===== config.mk =====
export PLATFORM = sky130hd
export DESIGN_NAME = piano_key_scheduler
export DESIGN_NICKNAME = d
export VERILOG_FILES = /design/src/rtl/piano_key_scheduler.sv
export SDC_FILE = /design/constraint.sdc
export NUM_CORES = 1
export LEC_CHECK = 0
export ABC_AREA = 1
export ABC_CLOCK_PERIOD_IN_PS = 2400
export BUFFER_PORTS_ARGS = -buffer_cell sky130_fd_sc_hd__buf_2
export CAP_MARGIN = 20
export CORE_MARGIN = 2
export CORE_UTILIZATION = 40
export CTS_BUF_LIST = sky130_fd_sc_hd__clkbuf_2 sky130_fd_sc_hd__clkbuf_4 sky130_fd_sc_hd__clkbuf_8
export CTS_CLUSTER_SIZE = 16
export DETAILED_ROUTE_END_ITERATION = 7
export PLACE_DENSITY_LB_ADDON = 0.1
export SLEW_MARGIN = 20
export SYNTH_ARGS = -nofsm -noshare
export SYNTH_HDL_FRONTEND = slang
export SYNTH_SLANG_ARGS = --single-unit

===== constraint.sdc =====
create_clock -name i_clk -period 2.4 [get_ports i_clk]
set_clock_uncertainty 0.2 [all_clocks]
set_input_delay 0.24 -clock i_clk [delete_from_list [all_inputs] [get_ports i_clk]]
set_output_delay 0.24 -clock i_clk [all_outputs]
set_load 0.1 [all_outputs]

===== src/rtl/piano_key_scheduler.sv =====
// Piano tone path: key sync/debounce, last-pressed arbitration, shared tone divider.
// Optional macro PIANO_SUSTAIN_EN adds a SUSTAIN state that holds the tone after release.
module piano_key_scheduler #(
   parameter int HALF0           = 25000,
   parameter int HALF1           = 12500,
   parameter int HALF2           = 6250,
   parameter int HALF3           = 3125,
   parameter int CNT_W           = 16,
   parameter int DEBOUNCE_CYCLES = 1000,
   parameter int SUSTAIN_CYCLES  = 50000
) (
   input  logic       i_clk,
   input  logic       i_reset,
   input  logic [3:0] i_keys,
   output logic       o_speaker,
   output logic       o_active,
   output logic [1:0] o_note,
   output logic [3:0] o_keys_db
);

   localparam int DB_W = (DEBOUNCE_CYCLES > 2) ? $clog2(DEBOUNCE_CYCLES) : 1;
   localparam logic [DB_W-1:0] DB_MAX = DB_W'(DEBOUNCE_CYCLES - 1);

   typedef enum logic [1:0] {
      S_IDLE,
      S_PLAY
`ifdef PIANO_SUSTAIN_EN
      , S_SUSTAIN
`endif
   } state_t;

   state_t state, state_next;

   logic [3:0]      sync1, sync2, db_q;
   logic [DB_W-1:0] db_cnt [4];
   logic [3:0]      rise;
   logic [1:0]      note_next;
   logic [CNT_W-1:0] tone_cnt, half_m1;
   logic            restart;

   function automatic logic [1:0] lowest(input logic [3:0] v);
      logic [1:0] r;
      r = 2'd0;
      if (v[0])      r = 2'd0;
      else if (v[1]) r = 2'd1;
      else if (v[2]) r = 2'd2;
      else if (v[3]) r = 2'd3;
      return r;
   endfunction

   always_ff @(posedge i_clk or posedge i_reset) begin
      if (i_reset) begin
         sync1     <= '0;
         sync2     <= '0;
         o_keys_db <= '0;
         db_q      <= '0;
         for (int n = 0; n < 4; n++) db_cnt[n] <= '0;
      end else begin
         sync1 <= i_keys;
         sync2 <= sync1;
         db_q  <= o_keys_db;
         for (int n = 0; n < 4; n++) begin
            if (sync2[n] == o_keys_db[n]) begin
               db_cnt[n] <= '0;
            end else if (db_cnt[n] == DB_MAX) begin
               db_cnt[n]    <= '0;
               o_keys_db[n] <= sync2[n];
            end else begin
               db_cnt[n] <= db_cnt[n] + 1'b1;
            end
         end
      end
   end

   assign rise = o_keys_db & ~db_q;

   // A fresh press always wins; a fall of the sounding key hands over to a held one.
   always_comb begin
      note_next = o_note;
      if (|rise)
         note_next = lowest(rise);
      else if (!o_keys_db[o_note] && |o_keys_db)
         note_next = lowest(o_keys_db);
   end

`ifdef PIANO_SUSTAIN_EN
   localparam int SUS_W = (SUSTAIN_CYCLES > 2) ? $clog2(SUSTAIN_CYCLES) : 1;
   localparam logic [SUS_W-1:0] SUS_MAX = SUS_W'(SUSTAIN_CYCLES - 1);
   logic [SUS_W-1:0] sus_cnt;

   always_ff @(posedge i_clk or posedge i_reset) begin
      if (i_reset)
         sus_cnt <= '0;
      else if (state == S_SUSTAIN && state_next == S_SUSTAIN)
         sus_cnt <= sus_cnt + 1'b1;
      else
         sus_cnt <= '0;
   end
`endif

   always_comb begin
      state_next = state;
      unique case (state)
         S_IDLE:
            if (|o_keys_db) state_next = S_PLAY;
         S_PLAY:
`ifdef PIANO_SUSTAIN_EN
            if (!(|o_keys_db)) state_next = S_SUSTAIN;
         S_SUSTAIN:
            if (|rise)                  state_next = S_PLAY;
            else if (sus_cnt == SUS_MAX) state_next = S_IDLE;
`else
            if (!(|o_keys_db)) state_next = S_IDLE;
`endif
         default: state_next = S_IDLE;
      endcase
   end

   always_ff @(posedge i_clk or posedge i_reset) begin
      if (i_reset) begin
         state  <= S_IDLE;
         o_note <= 2'd0;
      end else begin
         state  <= state_next;
         o_note <= note_next;
      end
   end

   assign o_active = (state != S_IDLE);

   always_comb begin
      half_m1 = CNT_W'(HALF0 - 1);
      unique case (o_note)
         2'd0: half_m1 = CNT_W'(HALF0 - 1);
         2'd1: half_m1 = CNT_W'(HALF1 - 1);
         2'd2: half_m1 = CNT_W'(HALF2 - 1);
         2'd3: half_m1 = CNT_W'(HALF3 - 1);
         default: half_m1 = CNT_W'(HALF0 - 1);
      endcase
   end

   // New note or fresh start begins on a clean low half-period.
   assign restart = (state == S_IDLE) || (note_next != o_note);

   always_ff @(posedge i_clk or posedge i_reset) begin
      if (i_reset) begin
         tone_cnt  <= '0;
         o_speaker <= 1'b0;
      end else if (state_next == S_IDLE || restart) begin
         tone_cnt  <= '0;
         o_speaker <= 1'b0;
      end else if (tone_cnt == half_m1) begin
         tone_cnt  <= '0;
         o_speaker <= ~o_speaker;
      end else begin
         tone_cnt <= tone_cnt + 1'b1;
      end
   end

endmodule


-- Word level (Yosys, flattened, before mapping)
Index checks and enable logic that the tools add are counted.
- bits in registers: 77
- latch bits: 0
- bits in writable memories: 0
- bits in read-only memories: 0
- bits of input ports: 6
- output and inout port bits: 8
- logic and storage cells: 85
- memories kept: 0
- $add $sub $neg: 5
- multiply operators: 0
- divide/modulo/power cells: 0
- order comparisons: 1
- eq/ne operators: 14
- shift operators: 0
- multiplexer cells: 28
- bitwise gates (word level): 7
- reductions and logical operators: 15
- operator list (cell ; number):
    two-way mux 10 bit ; 8
    one-hot mux 16 bit (4 select lines) ; 1
    adder 10 x 1 -> 10 bit (second input constant) ; 4
    == test 10 bit (second input constant) ; 4
    two-way mux 16 bit ; 2
    two-way mux 2 bit ; 12
    adder 16 x 1 -> 16 bit (second input constant) ; 1
    == test 16 bit ; 1
    AND reduction 2 bit ; 4
    OR reduction 4 bit ; 2
    logical NOT 2 bit ; 3
    NOT 1 bit ; 5
    AND 4 bit ; 1
    == test 1 bit ; 4
    == test 2 x 1 -> 1 bit (second input constant) ; 2
    == test 2 bit (second input constant) ; 2
    NOT 4 bit ; 1
    one-hot mux 2 bit (2 select lines) ; 1
    nonzero test 2 bit ; 2
    < comparator 2 x 3 -> 1 bit (second input constant) ; 1
    two-way mux 1 bit ; 3
    binary-select mux 1 bit (select 2 bit) ; 1
    logical OR 1 bit ; 2
    != test 2 bit ; 1
    other kinds (2) ; 2

-- Depth between registers and ports, before layout
Gate-level depths: netlist of the first run.
- depth in word-level cells: 11
- gate-level depth with buffers: 12
- mapped depth without buffers: 11

-- Worst setup path after synthesis of the first run
OpenSTA, ideal clock, no wires.
- kind: register -> register
- from: register o_note[1]
- to: register tone_cnt[10]
- setup time: 0.120 ns
- arrival: 2.579 ns
- required time: 2.080 ns
- path slack: -0.498 ns
- cell stages (with the launch flop): 12
- path buffers: 2
- clock period less this slack: 2.898 ns
- path through: dfrtp_1 > inv_1 > ha_1 > clkbuf_1 > nor2_1 > nor3b_1 > nand2_1 > nor2_1 > nand2_2 > buf_4 > nand2_1 > nor3_2
- word-level cells in the longest chain between the ends: 10
- elaborated cells between the ends (all ways): 17
- classes of those cells: eq/ne: 5; mux: 7; reduce/logical: 5
- ends and longest elaborated chain (what ; RTL line ; source):
    start, declared ; 17 ; output logic [1:0] o_note,
    start signal, assigned ; 125 ; o_note <= note_next;
    binary-select mux 1 bit (select 2 bit) ; 82 ; else if (!o_keys_db[o_note] && |o_keys_db)
    two-way mux 1 bit (not written as such) ; 82 ;
    logical NOT 1 bit ; 82 ;
    logical AND 1 bit ; 82 ;
    two-way mux 2 bit ; 82 ;
    two-way mux 2 bit ; 80 ; if (|rise)
    != test 2 bit ; 143 ; assign restart = (state == S_IDLE) || (note_next != o_note);
    logical OR 1 bit ; 143 ;
    logical OR 1 bit ; 149 ; end else if (state_next == S_IDLE || restart) begin
    two-way mux 16 bit (*) ; 149 ;
    end signal, assigned ; 156 ; tone_cnt <= tone_cnt + 1'b1;
    end, declared ; 38 ; logic [CNT_W-1:0] tone_cnt, half_m1;
Mark *: on every way between the ends. The rest lies on a longest branch, timed or not. The select of a mux whose other input is x is not followed.
A chain may end at the register's enable or synchronous reset.

-- Final worst setup path of the first run
- from: register o_note[1]
- to: register tone_cnt[12]
Same word-level chain as after synthesis.

==> results of run 1 <==
[kinds of logic after synthesis]
logic type	after synthesis	share of synthesized area [%]
flops	77	46.6
buf+inv	74	7.19
mux	1	0.272
other cells	1	0.0906
xor+xnor	28	5.92
simple gates	262	30.4
fa+ha+maj	10	3.02
compound gates	46	6.53
[cell type report]
| cell class | count | area, µm² | area share [%] |
|---|---|---|---|
| Sequential cell | 77 | 1930 | 41.6 |
| Multi-Input combinational cell | 348 | 1920 | 41.4 |
| Inverter | 68 | 259 | 5.57 |
| Tap cell | 136 | 170 | 3.66 |
| Timing Repair Buffer | 21 | 163 | 3.50 |
| Clock buffer | 9 | 124 | 2.66 |
| Clock inverter | 7 | 73.8 | 1.59 |
[Yosys cell counts, drive strengths merged (3+ instances only)]
| cell type | count |
|---|---|
| buf | 3 |
| o21bai | 3 |
| o21ai | 15 |
| xnor2 | 6 |
| nand2 | 102 |
| nor3b | 7 |
| clkbuf | 3 |
| inv | 68 |
| nand3 | 36 |
| nand4 | 3 |
| dfrtp | 77 |
| nor3 | 37 |
| ha | 10 |
| or2 | 4 |
| xor2 | 22 |
| a21oi | 19 |
| nor2 | 70 |
[layer usage]
metal,part of all wire (%),GRT usage [%]
met5,0,0
met4,1.7,7.42
met3,2.6,3.22
met2,48,26.9
met1,48,20.7
[worst paths after layout]
| path | slack (ns) | start | end |
|---|---|---|---|
| max | 0.18 | o_note[1] | tone_cnt[12] |
| min | 0.15 | sync1[3] | sync2[3] |
| max reg2reg | 0.18 | o_note[1] | tone_cnt[12] |
| min reg2reg | 0.15 | sync1[3] | sync2[3] |
| max in group asynchronous | 1.14 | i_reset | o_note[0] |
| min in group asynchronous | 0.30 | i_reset | db_cnt[10] |
[cells in the final DEF (no fill, tap or decap), drive strengths merged, types with 2 or more instances in the layout]
cell,n
nand3,36
buf,16
dlygate4sd3,5
or2,4
and2,2
a21boi,2
clkinv,4
dfrtp,77
nand2,102
clkinvlp,2
nor3,37
nor2,70
a21oi,19
xor2,22
xnor2,6
inv,68
nand4,3
ha,10
nor3b,7
clkbuf,9
o21ai,15
o21bai,3
[metrics by stage]
step	instance area, µm²	setup WS, ns	utilization, %	cells	hold WS (ns)
finish	4650	0.183	45.6	666	0.152
global route	4650	0.0126	45.6	666	0.159
CTS	4640	0.129	45.5	666	0.154
detailed placement	4390	0.148	43.1	645	0.135
floorplan	4150	0.00801	-	499	0.0714
global placement	4390	0.198	43.1	645	0.137
[report_power, final]
part	total [mW]	switching, mW	internal [mW]
registers	1.34	0.0193	1.32
clock network	1.00	0.516	0.484
logic	0.0963	0.0618	0.0345
total	2.43	0.597	1.84
[what timing repair did]
| action | 4_1_cts | 5_1_grt |
|---|---|---|
| hold buffers | 5 | 0 |
| setup endpoints to repair | 0 | 15 |
| resized for setup | 0 | 2 |
| hold endpoints to repair | 28 | 0 |
[sequential cells by signal, indices dropped and copies added, names as in the netlist]
| register | flops |
|---|---|
| sync2 | 4 |
| o_keys_db | 4 |
| db_cnt | 40 |
| tone_cnt | 16 |
| db_q | 4 |
| o_speaker | 1 |
| o_note | 2 |
| sync1 | 4 |
| state | 2 |
[worst reg2reg max path, delay by kind of cell (launching register included)]
family        cells  cell delay (ns)
simple gates      7             0.85
fa+ha+maj         1             0.35
flops             1             0.51
buf+inv           1             0.19
==> out/results.md, run 1 <==
| Stage | Parameter | This run |
|:---|:---|:---|
| detailed routing | First-pass iteration count of the detailed router | 5 |
| floorplan | Floorplan Core Area | 0.0102 mm² |
| critical path | Worst Setup Path Type | flop to flop |
| timing | Final Setup Violations | 0 |
| timing | Total Negative Setup Slacks | 0 ns |
| detailed routing | Final antenna-violating net count | 0 |
| clock tree | Number of H-tree levels | 3 |
| critical path | Standard cell with the maximum stage delay on the critical path | sky130_fd_sc_hd__dfrtp_4 |
| timing | Count of final hold-check violations | 0 |
| critical path | Critical-path cell list | inv_1 -> ha_1 -> nand2_1 -> nor3b_1 -> nand2_1 -> nor2_1 -> nand2_4 -> nand2_1 -> nor3_2 |
| timing | Setup repair after global routing missed its margin | no |
| run status | Run status | finished clean |
| detailed routing | Remaining DRCs | 0 |
| floorplan | Initial cell density of the core | 40.6% |
| floorplan | Die boundary height | 106 µm |
| critical path | Kind of end point of the critical path | flop |
| logic synthesis | Net count after synthesis | 515 |
| logic synthesis | EDFF count, synth | 0 |
| placement | Detailed placement HPWL | 5890 µm |
| logic synthesis | Most frequently used flop master after synthesis | sky130_fd_sc_hd__dfrtp_1 |
| critical path | Setup crit start kind | flop |
| clock tree | Clock slew seen by the registers of the worst setup and hold paths | 0.08 ns |
| placement | IO buf count | 13 |
| logic synthesis | Post-Syn Instances | 499 |
| logic synthesis | Sequential-to-total area share from yosys stat | 46.6% |
| logic synthesis | Largest area contributor in the netlist | sky130_fd_sc_hd__dfrtp_1 |
| global route | GR Overflow Total | 0 |
| min path | Worst hold-check path type | flop to flop |
| floorplan | Full die area | 0.0112 mm² |
| logic synthesis | Area share of the largest cell type after synthesis | 46.6% |
| detailed routing | Starting DRC count in detailed routing | 115 |
| clock tree | Number of setup buffers added after CTS | 0 |
| critical path | Count of buffer and inverter cells on the critical path | 1 |
| critical path | WP data required | 2.43 ns |
| floorplan | Num rows | 37 |
| detailed routing | Number of vias per cell after detailed routing | 4.83 |
| logic synthesis | Synth Cell Area | 0.00414 mm² |
| logic synthesis | Seq cells post-synth | 77 |
| critical path | Data arrival time of the critical path | 2.25 ns |
| logic synthesis | Cell variety after synth | 43 |
| global route | Via count of the first global-routing pass | 3,142 |
| clock tree | CTS tree | done |
| detailed routing | Total Wirelength | 8180 µm |
| global route | First-pass GRT wire length | 14,500 µm |
| layout | Area growth from synthesis to final layout | 12.3% |
| critical path | Number of cells on the worst reg-to-reg path | 9 |
| timing | Slew margin rel. | 57.9% |
| layout | Diode insertion count for antenna repair | 0 |
| power | Ratio of total power to cell area | 524 mW/mm² |
| clock tree | Number of buffers on the longest clock path | 2 |
| layout | Final #Nets | 541 |
| logic synthesis | Count of warnings emitted by yosys | 0 |
| power | Max IR drop VDD | 253 µV |
| critical path | Stages on worst setup path | 9 |
| detailed routing | Final routed wire length divided by cell count | 12.3 µm |
| logic synthesis | Async set-or-reset flop fraction in the synthesized netlist | 100% |
| critical path | CP top delay family | simple AND/OR/NAND/NOR gates |
| critical path | Max stage delay on crit path | 0.51 ns |
| timing | Final min period | 2.22 ns |
| clock tree | CTS Buf Count | 9 |
| clock tree | Clock latency of the later-clocked register in the worst-skew pair | 0.36 ns |
| timing | Maximum clock rate | 451 MHz |
| floorplan | Number of placed I/O pins | 14 |
| timing | Period Utilization, post-route | 92.4% |
| logic synthesis | Main area contributors after synthesis | sky130_fd_sc_hd__dfrtp_1, sky130_fd_sc_hd__nand2_1, sky130_fd_sc_hd__nor2_1 |
| detailed routing | Via count | 3,217 |
| timing | Fin. max-slew vios | 0 |
| global route | Antenna violations before repair | 0 |
| clock tree | TritonCTS Sinks | 77 |
| layout | Share of post-route cells with drive strength above 1 | 14.2% |
| global route | Pin count of the biggest net entering global routing | 29 |
| global route | GRT Overall Usage | 16.3% |
| job | Max_cap viols | 0 |
| floorplan | Die Width | 106 µm |
| timing | Transition time at the pin with the least slew margin | 0.630 ns |
| critical path | Most common cell on crit path | sky130_fd_sc_hd__nand2_1 |
| critical path | Crit-path max FO | 14 |
| layout | Number of filler cells placed in the layout | 1,029 |
| logic synthesis | Syn_area_per_cell | 8.29 µm² |
| placement | Routability cong. | 0.860 |
| clock tree | CTS Root Cell | sky130_fd_sc_hd__clkbuf_8 |
| min path | Worst hold stages | 0 |
| power | Static leakage power | 2.15 nW |
| power | Overall power | 2.43 mW |
No activity file was read; power rests on OpenSTA's default activity.
==> run 2: changes to the inputs <==
- ABC_AREA: 1 -> unset
==> run 2 against run 1 <==
Via count is 18% lower; synthesized cell count is 25% lower; non-clock buffer count is 10 higher; critical endpoint is now tone_cnt[0]; combinational power is 4.5% lower; count of clock-buffer cells in the layout is 1 higher.
==> out/results.md, run 2 <==
| Stage | Parameter | This run |
|:---|:---|:---|
| critical path | Number of cells on the worst reg-to-reg path | 7 |
| floorplan | Number of placed I/O pins | 14 |
| layout | Final #Nets | 424 |
| layout | Area growth from synthesis to final layout | 16.8% |
| detailed routing | Final routed wire length divided by cell count | 12.9 µm |
| layout | Leading cell types in the layout, fill and taps excluded | sky130_fd_sc_hd__dfrtp_1, sky130_fd_sc_hd__nor2_1, sky130_fd_sc_hd__xnor2_1 |
| logic synthesis | Largest area contributor in the netlist | sky130_fd_sc_hd__dfrtp_1 |
| clock tree | TritonCTS Sinks | 77 |
| critical path | Setup crit start kind | flop |
| timing | Count of final hold-check violations | 0 |
| global route | GRT Overall Usage | 15.4% |
| global route | Via count of the first global-routing pass | 2,579 |
| layout | Register ranked first by flip-flop count | db_cnt |
| clock tree | Number of buffers on the longest clock path | 2 |
| layout | Share of post-route cells with drive strength above 1 | 20.3% |
| logic synthesis | Most instantiated cells after synthesis | sky130_fd_sc_hd__dfrtp_1, sky130_fd_sc_hd__nor2_1, sky130_fd_sc_hd__nand2_1 |
| logic synthesis | Synth Cell Area | 0.00381 mm² |
| run status | Run status | finished clean |
| layout | Most common cell after layout, fill and taps aside | sky130_fd_sc_hd__dfrtp_1 |
| layout | Number of standard cells in the layout, taps in and fillers out | 542 |
| min path | Worst hold-check path type | flop to flop |
| floorplan | Die boundary height | 102 µm |
| floorplan | Die Width | 102 µm |
| logic synthesis | Most frequently used flop master after synthesis | sky130_fd_sc_hd__dfrtp_1 |
| floorplan | Initial cell density of the core | 41.3% |
| power | Max IR drop VDD | 318 µV |
| clock tree | CTS tree | done |
| logic synthesis | Seq cells post-synth | 77 |
| logic synthesis | Cell variety after synth | 45 |
| critical path | Critical-path cell list | buf_4 -> mux4_2 -> or2_0 -> or3b_4 -> a31oi_4 -> buf_12 -> nor4b_2 |
| power | Overall power | 2.45 mW |
| critical path | Count of buffer and inverter cells on the critical path | 2 |
| logic synthesis | Area share of the largest cell type after synthesis | 50.5% |
| critical path | WP data required | 2.42 ns |
| logic synthesis | Main area contributors after synthesis | sky130_fd_sc_hd__dfrtp_1, sky130_fd_sc_hd__xnor2_1, sky130_fd_sc_hd__nor2_1 |
| timing | Final Setup Violations | 0 |
| logic synthesis | Sequential-to-total area share from yosys stat | 50.5% |
| layout | Number of filler cells placed in the layout | 895 |
| placement | IO buf count | 13 |
| clock tree | Clock slew seen by the registers of the worst setup and hold paths | 0.09 ns |
| detailed routing | Total Wirelength | 7000 µm |
| timing | Final min period | 2.34 ns |
| job | Max_cap viols | 0 |
| critical path | Kind of end point of the critical path | flop |
| clock tree | Clock latency of the later-clocked register in the worst-skew pair | 0.35 ns |
| global route | GR Overflow Total | 0 |
| global route | First-pass GRT wire length | 12,600 µm |
| timing | Transition time at the pin with the least slew margin | 0.779 ns |
| logic synthesis | EDFF count, synth | 0 |
| floorplan | Full die area | 0.0103 mm² |
| placement | Placed Cells | 520 |
| timing | Total Negative Setup Slacks | 0 ns |
| global route | Antenna violations before repair | 0 |
| power | Ratio of total power to cell area | 550 mW/mm² |
| floorplan | Floorplan Core Area | 0.00924 mm² |
| placement | Routability cong. | 0.897 |
| critical path | Worst Setup Path Type | flop to flop |
| timing | Period Utilization, post-route | 97.7% |
| detailed routing | Via count | 2,645 |
| layout | Regs by FF count | db_cnt (40), tone_cnt (16) |
| clock tree | CTS Root Cell | sky130_fd_sc_hd__clkbuf_8 |
| detailed routing | Number of vias per cell after detailed routing | 4.88 |
| timing | Fin. max-slew vios | 0 |
| detailed routing | Remaining DRCs | 0 |
| critical path | Stages on worst setup path | 7 |
| detailed routing | Final antenna-violating net count | 0 |
| logic synthesis | Syn_area_per_cell | 10.1 µm² |
| logic synthesis | Count of warnings emitted by yosys | 0 |
| min path | Worst hold stages | 0 |
| floorplan | Num rows | 35 |
| clock tree | Number of H-tree levels | 3 |
| logic synthesis | Most repeated cell in the gate-level netlist after synthesis | sky130_fd_sc_hd__dfrtp_1 |
| layout | Core Util, Final | 48.2% |
| critical path | Max stage delay on crit path | 0.45 ns |
| critical path | Crit-path max FO | 17 |
| detailed routing | Starting DRC count in detailed routing | 65 |
| logic synthesis | Post-Syn Instances | 376 |
| logic synthesis | Net count after synthesis | 392 |
| clock tree | CTS Buf Count | 9 |
| critical path | CP top delay family | simple AND/OR/NAND/NOR gates |
| critical path | Standard cell with the maximum stage delay on the critical path | sky130_fd_sc_hd__dfrtp_2 |
| placement | Detailed placement HPWL | 4780 µm |
| power | Static leakage power | 1.87 nW |
| global route | Pin count of the biggest net entering global routing | 36 |
| detailed routing | First-pass iteration count of the detailed router | 4 |
| layout | Flip-flop count of the largest register, all copies and words added | 40 |
| layout | Diode insertion count for antenna repair | 0 |
| critical path | Data arrival time of the critical path | 2.37 ns |
| timing | Slew margin rel. | 47.9% |
| timing | Maximum clock rate | 427 MHz |
| logic synthesis | Async set-or-reset flop fraction in the synthesized netlist | 100% |
[run 2: cell count changes after synthesis, sizes merged, moves of 7 or more]
cell and change:
inv -55, nor3 -8, and3 +9, nor3b -7
a21oi -14, xnor2 +28, nand3 -18, o21ai -10
nor2 -21, nand2 -59
[run 2: layer usage]
metal  global-route usage [%]  vias up  routed length [µm]
li1                         -     1326                   -
met5                        0        -                   0
met2                     22.3       30                3180
met4                     7.07        0                 155
met1                     22.4     1277                3470
met3                     2.90       12                 196
[run 2: cells by family after synthesis]
| logic type | Yosys count | synth area share (%) |
|---|---|---|
| AND/OR/NAND/NOR | 187 | 25.4 |
| flip-flops | 77 | 50.5 |
| XOR/XNOR | 54 | 12.4 |
| buffers and inverters | 23 | 3.02 |
| AO/OA/AOI/OAI | 19 | 3.48 |
| adder cells (fa/ha/maj) | 10 | 3.28 |
| multiplexers | 5 | 1.77 |
| other | 1 | 0.0984 |
[run 2: worst register-to-register path, stage by stage, from the launching register on]
cell and delay (ns):
sky130_fd_sc_hd__dfrtp_2 0.45, sky130_fd_sc_hd__buf_4 0.22, sky130_fd_sc_hd__mux4_2 0.30, sky130_fd_sc_hd__or2_0 0.24
sky130_fd_sc_hd__or3b_4 0.40, sky130_fd_sc_hd__a31oi_4 0.16, sky130_fd_sc_hd__buf_12 0.18, sky130_fd_sc_hd__nor4b_2 0.07
[run 2: final timing paths]
path                       slack [ns]          end  startpoint
setup / recovery                 0.06  tone_cnt[0]   o_note[0]
hold / removal                   0.15     sync2[0]    sync1[0]
setup reg to reg                 0.06  tone_cnt[0]   o_note[0]
hold reg to reg                  0.15     sync2[0]    sync1[0]
max in group asynchronous        1.05    o_note[1]     i_reset
min in group asynchronous        0.37     sync2[3]     i_reset
[run 2: final cells by class]
class / count / area [µm²] / area share [%]
clock buffers: 10 / 138 / 3.09
clock inverters: 6 / 70.1 / 1.57
inverters: 13 / 55.1 / 1.24
multi-input cells: 276 / 1830 / 41.0
flip-flops and latches: 77 / 1930 / 43.5
well taps: 129 / 161 / 3.63
repair buffers: 31 / 267 / 5.99
[run 2: report_power, final]
part / switching (mW) / leakage (nW) / internal, mW
Combinational: 0.0576 / 0.744 / 0.0344
Sequential: 0.0166 / 1.03 / 1.32
Clock: 0.506 / 0.0951 / 0.514
Total: 0.580 / 1.87 / 1.87
[run 2: what timing repair did]
action | 4_1_cts | 5_1_grt
hold endpoints to repair | 37 | 0
hold buffers | 5 | 0
endpoints found under the setup margin | 0 | 2
setup buffers | 0 | 1
gates resized for setup | 0 | 4
[run 2: metrics by stage]
stage	hold slack (ns)	area (µm²)	setup slack (ns)
6_report	0.147	4450	0.0554
3_5_place_dp	0.135	4160	0.0656
3_3_place_gp	0.132	4160	0.135
2_1_floorplan	0.0714	3880	-0.341
4_1_cts	0.147	4420	0.0262
5_1_grt	0.166	4450	-0.00780
==> run 3: changes to the inputs <==
==> constraint.sdc (replaced) <==
create_clock -name i_clk -period 2.4 [get_ports i_clk]
set_clock_uncertainty 0.2 [all_clocks]
set_input_delay 0.36 -clock i_clk [delete_from_list [all_inputs] [get_ports i_clk]]
set_output_delay 0.36 -clock i_clk [all_outputs]
set_load 0.1 [all_outputs]
==> run 3 against run 2 <==
Sequential power barely moved; combinational power is 2% higher; sequential cell count is the same; first-iteration DRC count grew 77%; count of clock-buffer cells in the layout up 2.
==> out/results.md, run 3 (synthesis results as in run 2) <==
| Stage | Parameter | This run |
|:---|:---|:---|
| detailed routing | Total Wirelength | 7110 µm |
| power | Max IR drop VDD | 254 µV |
| placement | Detailed placement HPWL | 4900 µm |
| power | Ratio of total power to cell area | 525 mW/mm² |
| critical path | Setup crit start kind | flop |
| floorplan | Num rows | 35 |
| critical path | Number of cells on the worst reg-to-reg path | 9 |
| detailed routing | Final antenna-violating net count | 0 |
| detailed routing | Final routed wire length divided by cell count | 13.1 µm |
| layout | Area growth from synthesis to final layout | 16.5% |
| layout | Flip-flop count of the largest register, all copies and words added | 40 |
| critical path | Reg-to-reg setup timing slack | 0.08 ns |
| clock tree | Number of H-tree levels | 3 |
| floorplan | Die boundary height | 102 µm |
| global route | Pin count of the biggest net entering global routing | 26 |
| timing | Transition time at the pin with the least slew margin | 0.595 ns |
| layout | Regs by FF count | db_cnt (40), tone_cnt (16) |
| layout | Diode insertion count for antenna repair | 0 |
| clock tree | CTS tree | done |
| detailed routing | Starting DRC count in detailed routing | 115 |
| floorplan | Die Width | 102 µm |
| floorplan | Number of placed I/O pins | 14 |
| clock tree | CTS Root Cell | sky130_fd_sc_hd__clkbuf_8 |
| critical path | Data arrival time of the critical path | 2.39 ns |
| timing | Period Utilization, post-route | 96.8% |
| clock tree | Clock latency of the later-clocked register in the worst-skew pair | 0.35 ns |
| critical path | Critical-path cell list | inv_2 -> ha_4 -> nor2_1 -> or4_1 -> nor4_2 -> nand4b_1 -> buf_4 -> xor2_1 -> nor3_1 |
| clock tree | Clock slew seen by the registers of the worst setup and hold paths | 0.07 ns |
| job | Max_cap viols | 0 |
| timing | Final Setup Violations | 0 |
| floorplan | Initial cell density of the core | 41.3% |
| clock tree | TritonCTS Sinks | 77 |
| global route | Via count of the first global-routing pass | 2,640 |
| floorplan | Full die area | 0.0103 mm² |
| layout | Most common cell after layout, fill and taps aside | sky130_fd_sc_hd__dfrtp_1 |
| timing | Total Negative Setup Slacks | 0 ns |
| detailed routing | Via count | 2,653 |
| clock tree | CTS Buf Count | 9 |
| critical path | Max stage delay on crit path | 0.43 ns |
| floorplan | Floorplan Core Area | 0.00924 mm² |
| global route | GR Overflow Total | 0 |
| min path | Worst hold stages | 0 |
| placement | IO buf count | 13 |
| critical path | Crit Reg-Reg Startpoint | o_note[1] |
| detailed routing | First-pass iteration count of the detailed router | 4 |
| critical path | WP data required | 2.47 ns |
| timing | Count of final hold-check violations | 0 |
| placement | Routability cong. | 0.901 |
| critical path | Kind of end point of the critical path | flop |
| min path | Worst hold-check path type | flop to flop |
| timing | Final min period | 2.32 ns |
| critical path | Standard cell with the maximum stage delay on the critical path | sky130_fd_sc_hd__dfrtp_2 |
| detailed routing | Remaining DRCs | 0 |
| min path | Terminating pin of the worst hold path | sync2[3] |
| layout | Leading cell types in the layout, fill and taps excluded | sky130_fd_sc_hd__dfrtp_1, sky130_fd_sc_hd__nor2_1, sky130_fd_sc_hd__xnor2_1 |
| clock tree | Number of buffers on the longest clock path | 2 |
| layout | Register ranked first by flip-flop count | db_cnt |
| global route | Antenna violations before repair | 0 |
| layout | Share of post-route cells with drive strength above 1 | 21.0% |
| global route | GRT Overall Usage | 15.7% |
| power | Static leakage power | 1.90 nW |
| critical path | Crit-path max FO | 7 |
| critical path | Capture point of the worst reg-to-reg path | o_speaker |
| min path | Start point of the worst hold path | sync1[3] |
| power | Overall power | 2.33 mW |
| run status | Run status | finished clean |
| timing | Fin. max-slew vios | 0 |
| detailed routing | Number of vias per cell after detailed routing | 4.88 |
| global route | First-pass GRT wire length | 12,800 µm |
| layout | Final #Nets | 426 |
| critical path | Worst Setup Path Type | flop to flop |
| timing | Slew margin rel. | 60.0% |
| timing | Maximum clock rate | 431 MHz |
[run 3: cell types whose count changed in the layout (fill, tap and decap cells not counted), sizes merged]
cell | previous run | this run
clkinv | 1 | 4
clkinvlp | 4 | 1
buf | 26 | 28
clkbuf | 10 | 12
bufinv | 1 | 0
inv | 13 | 12
[run 3: critical path: cells and delay by family (launching register included)]
| kind | cells | cell delay [ns] |
|---|---|---|
| adders and majority gates | 1 | 0.27 |
| and+or+nand+nor | 5 | 0.91 |
| xor gates and xnor gates | 1 | 0.14 |
| DFF | 1 | 0.43 |
| buffers and inverters | 2 | 0.29 |
[run 3: repair_timing]
action / CTS / global route
setup buffers: 0 / 2
hold endpoints to repair: 24 / 0
hold buffers: 5 / 0
resized for setup: 0 / 5
setup endpoints to repair: 0 / 2
[run 3: worst max path at each step]
stage,startpoint,end,slack (ns),cells after the start
after floorplan,o_note[1],tone_cnt[10],-0.34,7
after global placement,o_keys_db[2],tone_cnt[0],0.13,7
final,o_note[1],o_speaker,0.08,9
after CTS,o_note[1],o_speaker,0.08,9
after global routing,o_note[0],tone_cnt[3],-0.01,7
after detailed placement,o_keys_db[2],tone_cnt[0],0.08,7
[run 3: metal layers]
layer  GRT usage (%)  wire length (µm)  vias up
met2            23.5              3300       36
met1            22.0              3480     1273
met3            3.24               204       11
met4            6.86               139        0
li1                -                 -     1333
met5               0                 0        -
[run 3: metrics by stage]
| step | hold WS, ns | worst slack (ns) | instance area, µm² | std cells | util [%] |
|---|---|---|---|---|---|
| floorplan | 0.131 | -0.341 | 3880 | 376 | - |
| global route | 0.158 | -0.0140 | 4440 | 544 | 48.1 |
| finish | 0.151 | 0.0772 | 4440 | 544 | 48.1 |
| detailed placement | 0.136 | 0.0766 | 4170 | 521 | 45.1 |
| CTS | 0.153 | 0.0806 | 4400 | 542 | 47.6 |
| global placement | 0.132 | 0.134 | 4170 | 521 | 45.1 |
[run 3: cell type report]
type / instances / area [µm²]
Tap cell: 129 / 161
Clock buffer: 12 / 153
Sequential cell: 77 / 1930
Multi-Input combinational cell: 276 / 1840
Timing Repair Buffer: 33 / 278
Inverter: 13 / 55.1
Clock inverter: 4 / 23.8
Fill cell: 884 / 4800
[run 3: power breakdown]
| part | total (mW) | switching (mW) | internal (mW) | leakage [nW] |
|---|---|---|---|---|
| Combinational | 0.0938 | 0.0584 | 0.0353 | 0.764 |
| Sequential | 1.34 | 0.0163 | 1.32 | 1.03 |
| Clock | 0.902 | 0.478 | 0.424 | 0.0969 |
| Total | 2.33 | 0.553 | 1.78 | 1.90 |
